--- src/rtl/operand_read_stage.sv ---
// operand_read_stage
//   Register-read stage between the reservation stations and the FUs. Each
//   issue channel drives its PRF read ports, resolves both sources (zero
//   register / unused -> 0, same-cycle writeback bypass, else PRF data) and
//   latches the result into a one-entry output register with valid/ready
//   toward its FU. Channels are independent lanes.
// Ports:
//   clk, rst_n (sync, active low), flush
//   issue_valid/ready/ps1/ps2/use1/use2/payload   : per-channel issue side
//   prf_re1/re2/raddr1/raddr2, prf_rdata1/rdata2   : PRF read ports (comb data)
//   wb_valid/wb_pd/wb_data                         : writeback broadcast
//   fu_valid/ready/op1/op2/payload                 : per-channel FU side

module operand_read_lane #(
  parameter int NUM_WB    = 3,
  parameter int PREG_W    = 7,
  parameter int XLEN      = 32,
  parameter int PAYLOAD_W = 32
) (
  input  logic                               clk,
  input  logic                               rst_n,
  input  logic                               flush,
  input  logic                               issue_valid,
  output logic                               issue_ready,
  input  logic [PREG_W-1:0]                  ps1,
  input  logic [PREG_W-1:0]                  ps2,
  input  logic                               use1,
  input  logic                               use2,
  input  logic [PAYLOAD_W-1:0]               payload,
  output logic                               re1,
  output logic                               re2,
  output logic [PREG_W-1:0]                  raddr1,
  output logic [PREG_W-1:0]                  raddr2,
  input  logic [XLEN-1:0]                    rdata1,
  input  logic [XLEN-1:0]                    rdata2,
  input  logic [NUM_WB-1:0]                  wb_valid,
  input  logic [NUM_WB-1:0][PREG_W-1:0]      wb_pd,
  input  logic [NUM_WB-1:0][XLEN-1:0]        wb_data,
  output logic                               fu_valid,
  input  logic                               fu_ready,
  output logic [XLEN-1:0]                    fu_op1,
  output logic [XLEN-1:0]                    fu_op2,
  output logic [PAYLOAD_W-1:0]               fu_payload
);
  typedef struct packed {
    logic [XLEN-1:0]      op1;
    logic [XLEN-1:0]      op2;
    logic [PAYLOAD_W-1:0] payload;
  } entry_t;

  entry_t entry, entry_nxt;
  logic   vld;
  logic   accept;

  // Scan ports high to low so the lowest-index match is the last to land.
  // Zero register / unused source overrides everything, so stale PRF data
  // on a disabled read never leaks through.
  function automatic logic [XLEN-1:0] resolve(input logic src_use,
                                              input logic [PREG_W-1:0] ps,
                                              input logic [XLEN-1:0] rdata);
    logic [XLEN-1:0] r;
    r = rdata;
    for (int i = NUM_WB-1; i >= 0; i--)
      if (wb_valid[i] && wb_pd[i] == ps) r = wb_data[i];
    if (!src_use || ps == '0) r = '0;
    return r;
  endfunction

  assign re1    = issue_valid && use1 && (ps1 != '0);
  assign re2    = issue_valid && use2 && (ps2 != '0);
  assign raddr1 = re1 ? ps1 : '0;
  assign raddr2 = re2 ? ps2 : '0;

  // Ready looks only at the output register and fu_ready, never issue_valid.
  assign issue_ready = !vld || fu_ready;
  assign accept      = issue_valid && issue_ready && !flush;

  always_comb begin
    entry_nxt.op1     = resolve(use1, ps1, rdata1);
    entry_nxt.op2     = resolve(use2, ps2, rdata2);
    entry_nxt.payload = payload;
  end

  always_ff @(posedge clk) begin
    if (!rst_n) begin
      vld   <= 1'b0;
      entry <= '0;
    end else if (flush) begin
      vld <= 1'b0;
    end else if (accept) begin
      vld   <= 1'b1;
      entry <= entry_nxt;
    end else if (fu_ready) begin
      vld <= 1'b0;
    end
  end

  assign fu_valid   = vld;
  assign fu_op1     = entry.op1;
  assign fu_op2     = entry.op2;
  assign fu_payload = entry.payload;
endmodule

module operand_read_stage #(
  parameter int NUM_CH    = 3,
  parameter int NUM_WB    = 3,
  parameter int PREG_W    = 7,
  parameter int XLEN      = 32,
  parameter int PAYLOAD_W = 32
) (
  input  logic                               clk,
  input  logic                               rst_n,
  input  logic                               flush,
  input  logic [NUM_CH-1:0]                  issue_valid,
  output logic [NUM_CH-1:0]                  issue_ready,
  input  logic [NUM_CH-1:0][PREG_W-1:0]      issue_ps1,
  input  logic [NUM_CH-1:0][PREG_W-1:0]      issue_ps2,
  input  logic [NUM_CH-1:0]                  issue_use1,
  input  logic [NUM_CH-1:0]                  issue_use2,
  input  logic [NUM_CH-1:0][PAYLOAD_W-1:0]   issue_payload,
  output logic [NUM_CH-1:0]                  prf_re1,
  output logic [NUM_CH-1:0]                  prf_re2,
  output logic [NUM_CH-1:0][PREG_W-1:0]      prf_raddr1,
  output logic [NUM_CH-1:0][PREG_W-1:0]      prf_raddr2,
  input  logic [NUM_CH-1:0][XLEN-1:0]        prf_rdata1,
  input  logic [NUM_CH-1:0][XLEN-1:0]        prf_rdata2,
  input  logic [NUM_WB-1:0]                  wb_valid,
  input  logic [NUM_WB-1:0][PREG_W-1:0]      wb_pd,
  input  logic [NUM_WB-1:0][XLEN-1:0]        wb_data,
  output logic [NUM_CH-1:0]                  fu_valid,
  input  logic [NUM_CH-1:0]                  fu_ready,
  output logic [NUM_CH-1:0][XLEN-1:0]        fu_op1,
  output logic [NUM_CH-1:0][XLEN-1:0]        fu_op2,
  output logic [NUM_CH-1:0][PAYLOAD_W-1:0]   fu_payload
);
  for (genvar c = 0; c < NUM_CH; c++) begin : g_lane
    operand_read_lane #(
      .NUM_WB(NUM_WB), .PREG_W(PREG_W), .XLEN(XLEN), .PAYLOAD_W(PAYLOAD_W)
    ) u_lane (
      .clk        (clk),
      .rst_n      (rst_n),
      .flush      (flush),
      .issue_valid(issue_valid[c]),
      .issue_ready(issue_ready[c]),
      .ps1        (issue_ps1[c]),
      .ps2        (issue_ps2[c]),
      .use1       (issue_use1[c]),
      .use2       (issue_use2[c]),
      .payload    (issue_payload[c]),
      .re1        (prf_re1[c]),
      .re2        (prf_re2[c]),
      .raddr1     (prf_raddr1[c]),
      .raddr2     (prf_raddr2[c]),
      .rdata1     (prf_rdata1[c]),
      .rdata2     (prf_rdata2[c]),
      .wb_valid   (wb_valid),
      .wb_pd      (wb_pd),
      .wb_data    (wb_data),
      .fu_valid   (fu_valid[c]),
      .fu_ready   (fu_ready[c]),
      .fu_op1     (fu_op1[c]),
      .fu_op2     (fu_op2[c]),
      .fu_payload (fu_payload[c])
    );
  end
endmodule

--- config.mk ---
export PLATFORM = sky130hd
export DESIGN_NAME = operand_read_stage
export DESIGN_NICKNAME = d
export VERILOG_FILES = /design/src/rtl/operand_read_stage.sv
export SDC_FILE = /design/constraint.sdc
export NUM_CORES = 1
export LEC_CHECK = 0
export BUFFER_PORTS_ARGS = -buffer_cell sky130_fd_sc_hd__buf_2
export CAP_MARGIN = 20
export CORE_AREA = 2 2 314 316
export CTS_BUF_LIST = sky130_fd_sc_hd__clkbuf_8
export DETAILED_ROUTE_END_ITERATION = 10
export DIE_AREA = 0 0 316 318
export GPL_ROUTABILITY_DRIVEN = 0
export PLACE_DENSITY = 0.43
export SLEW_MARGIN = 20
export SYNTH_ARGS = -nofsm -noshare
export SYNTH_HDL_FRONTEND = slang
export SYNTH_HIERARCHICAL = 1
export SYNTH_SLANG_ARGS = --single-unit
--- constraint.sdc ---
create_clock -name clk -period 2.9 [get_ports clk]
set_input_delay 0.58 -clock clk [delete_from_list [all_inputs] [get_ports clk]]
set_output_delay 0.58 -clock clk [all_outputs]
set_load 0.02 [all_outputs]
[After elaboration in Yosys (flattened, before gate mapping)]
Cells that the tools add are included.
Word-level totals
  output and inout bits: 342
  input port bits: 465
  flip-flop bits (word level): 291
Operators by class
  eq/ne operators: 18
  bitwise gates (word level): 2
  reductions and logical operators: 74
  muxes and demuxes: 36
Operator list (number)
  32-bit 2-to-1 mux: 24
  7-bit == test: 18
  7-bit logical NOT: 6
  7-bit 2-to-1 mux: 6
  7-bit nonzero test: 6
  1-bit logical AND: 36
  1-bit logical NOT: 10
  1-bit logical OR: 9
  1-bit 2-to-1 mux: 6
  2-bit AND reduction: 3
  2-bit nonzero test: 3
  1-bit inverter: 2
  2-bit OR reduction: 1

[Longest topological paths before layout]
  depth in word-level cells: 6
  depth in mapped cells: 8
  depth with buffers taken out: 6

[By module]
Netlist, hierarchy kept.
By module, submodules not included
  operand_read_lane: area an instance 5889.4 um^2, instances 3, cells an instance 687

[Least setup slack after synthesis]
No wires, ideal clock.
  kind: input to output
  start: input port issue_ps1[4] (netlist name)
  end: output port prf_raddr1[0] (netlist name)
  buffers on the path: 0
  arrival: 1.452 ns
  data required time: 2.320 ns
  path slack: 0.868 ns
  stages on the path: 4
  cells stage by stage: nor4_1 -> nand2_1 -> and3_1 -> and2_1
RTL lines
  start: declaration: line 116  | input logic [NUM_CH-1:0][PREG_W-1:0] issue_ps1,
  end: declaration: line 123  | output logic [NUM_CH-1:0][PREG_W-1:0] prf_raddr1,

==> results_dict.tcl <==
set metrics [dict create \
    detail-route-antenna-nets 0 \
    wl_um 131000 \
    hold_buffers 6 \
    finalSetupViolations 0 \
    area_delta_synth_final_pct 41.7 \
    grt_max_degree 65 \
    slowest_stage "nor4_1" \
    vdd_drop_max_uv 308 \
    dieArea_sq_um 100000 \
    start_util_pct 18.1 \
    syn-num-nets 2526 \
    status "complete, no violations" \
    period_minus_slack_ps 2670 \
    rsz0062_at_grt "no" \
    cap_violations 0 \
    root_buffer "clkbuf_8" \
    worstSetupEndpoint "prf_raddr2[15]" \
    min_period_over_period_pct 92.2 \
    crit_path_frequent_cell "buf_2" \
    max_slew_margin_pct 25.8 \
    setup_tns_ps 0 \
    p_switching_mw 3.92 \
    ys_ff_latch 291 \
    holdCritPathClass "input pin to register" \
    gr-total-overflow 0 \
    cp-end-kind "primary output" \
    synth_edf_count 0 \
    slew_viol_final 0 \
    rows 115 \
    clk_pin_slew_ps 70 \
    p_leak_nw 10.1 \
    cts.sinks 291 \
    final_common_cell "buf_2" \
    fin_area_sq_um 25000 \
    finalNonFillerCells 4155 \
    worst-path-max-fanout 6 \
    drc 0 \
    grt_pass1_vias 21444 \
    layout.nets 3273 \
    drive_gt1_share_pct 36.6 \
    worst-setup-path-type "input pin to primary output" \
    max_clock_freq_mhz 374 \
    clockBufferDepth 3 \
    numCtsBuffers 61 \
    ios 807 \
    finClkSkew_ps 42.0 \
    post_cts_buffers 0 \
    r2r-end "g_lane[2].u_lane/fu_op1[4]$_SDFFE_PN0P_" \
    power.total_mw 11.6 \
    switching_share_pct 33.7 \
    power_frac_seq_pct 36.4 \
    yosys_warnings 6 \
    htreeDepth 2 \
    cp-start-kind "input pin" \
    hold_viol 0 \
    pwr-share-comb_pct 20.5 \
    port_buffers 806 \
    cts_tree "built" \
    crit_chain "buf_2 -> nor4_1 -> nand2_1 -> and3_1 -> and2_1 -> buf_2" \
    hp-start "prf_rdata1[74]" \
    cp.arrival_ps 2090 \
    num_vias 22129 \
    clock_latency_ps 740 \
    rr_worst_depth 7 \
    worst_slew_pin_slew_ps 1110 \
    hpwl_um 96400 \
    postPlaceCellArea_sq_um 23600 \
    power_density_nw_per_um2 465 \
    cts_resized 0 \
    grt_use_total_pct 24.9 \
    synthFlopType "dfxtp_1" \
    vias_per_cell 5.33 \
    die_w_um 316 \
    grt_first_pass_wirelength_um 177000 \
    netlist_instances 2061 \
    p_int_mw 7.71 \
    synth_area_sq_um 17700 \
    syn_area_per_cell_sq_um 8.57 \
    synth.distinct_cells 33 \
    yosysSeqAreaShare_pct 33.0 \
    drt_first_pass_iters 6 \
    final_cell_mix "buf_2 (805), dfxtp_1 (291), nand2_1 (201)" \
    ys_async_sr_fraction_pct 0 \
    wl_per_cell_um 31.6 \
    reg2reg_slack_ps 610 \
    worstSetupStartpoint "issue_ps2[18]" \
    antenna_found_initial 29 \
    cp_slowest_stage_delay_ps 410 \
    final_core_util_pct 25.7 \
    worstPathRequired_ps 2320 \
    timing.rr.start "g_lane[2].u_lane/fu_valid$_SDFFE_PP0P_" \
    placedCellCount 4026 \
    die_h_um 318 \
    fp.coreArea_sq_um 97400 \
    drtIter0Drc 2226 \
    clkPwrFrac_pct 43.1 \
]
power by group through the flow:
stage / combinational [mW] / clock, mW / sequential [mW]
after detailed placement: 2.36 / 0 / 4.32
after floorplan: 0.802 / 0 / 4.49
final: 2.38 / 5.01 / 4.24
after global placement: 2.36 / 0 / 4.32
after CTS: 2.37 / 5.16 / 4.24
after global routing: 2.51 / 5.28 / 4.25
sequential cells by signal, summed over array words and instances (netlist names):
name	flops
g_lane.u_lane/fu_op1	96
g_lane.u_lane/fu_op2	96
g_lane.u_lane/fu_valid	3
g_lane.u_lane/fu_payload	96
cells in the mapped netlist (12+ instances only):
cell / instances / area (sq um)
dfxtp_1: 291 / 5830
nand2_1: 204 / 766
a211oi_1: 192 / 1440
a21boi_0: 192 / 1440
o221ai_1: 192 / 1680
o21ai_1: 186 / 931
buf_2: 120 / 601
xor2_1: 108 / 946
a22oi_1: 96 / 721
a32oi_1: 96 / 841
and3_1: 69 / 432
clkbuf_1: 66 / 248
a21boi_1: 45 / 338
and2_1: 42 / 263
and4_1: 18 / 158
xnor2_1: 18 / 158
buf_1: 15 / 56.3
buf_4: 15 / 113
nor4_1: 15 / 93.8
nor2_1: 12 / 45.0
cell families after synthesis:
group | count (synthesis) | synth area share, %
AOI/OAI and AO/OA | 1005 | 42.0
xor gates and xnor gates | 126 | 6.25
buffers and inverters | 231 | 6.14
DFF | 291 | 33.0
and+or+nand+nor | 408 | 12.6
through the flow:
stage | setup WS (ps) | hold slack, ps
after floorplan | 868 | 541
after global placement | 150 | 447
after detailed placement | 163 | 453
after CTS | 163 | 0.183
after global routing | 171 | 40.5
final | 225 | 98.6
per-layer routing:
metal	global-route usage (%)	wire, um	part of all wire [%]	vias to the layer above
li1	-	-	-	9645
met1	30.8	53100	40	10938
met2	41.6	62100	47	1277
met3	6.42	11400	8.7	251
met4	8.66	4530	3.4	18
met5	0	115	0.088	-
critical path: cells and delay by family:
kind                   cells  cell delay (ps)
and+or+nand+nor            4             1140
buffers and inverters      2              360
final cells by class:
cell class	count	area (sq um)
Fill cell	10874	72400
Multi-Input combinational cell	1539	10900
Sequential cell	291	5830
Timing Repair Buffer	909	5340
Tap cell	1287	1610
Clock buffer	82	1130
Clock inverter	27	200
Antenna cell	14	35.0
Inverter	6	22.5
worst min path at each step:
stage / endpoint / slack (ps) / depth (start not counted)
final: g_lane[2].u_lane/fu_op1[10]$_SDFFE_PN0P_ / 100 / 3
after global routing: g_lane[2].u_lane/fu_payload[20]$_SDFFE_PN0P_ / 40 / 3
after CTS: g_lane[2].u_lane/fu_payload[14]$_SDFFE_PN0P_ / 0.2 / 3
after detailed placement: g_lane[0].u_lane/fu_payload[4]$_SDFFE_PN0P_ / 450 / 2
after global placement: g_lane[2].u_lane/fu_payload[9]$_SDFFE_PN0P_ / 450 / 2
after floorplan: g_lane[0].u_lane/fu_payload[0]$_SDFFE_PN0P_ / 540 / 2
Power figures use the tool's default switching activity.
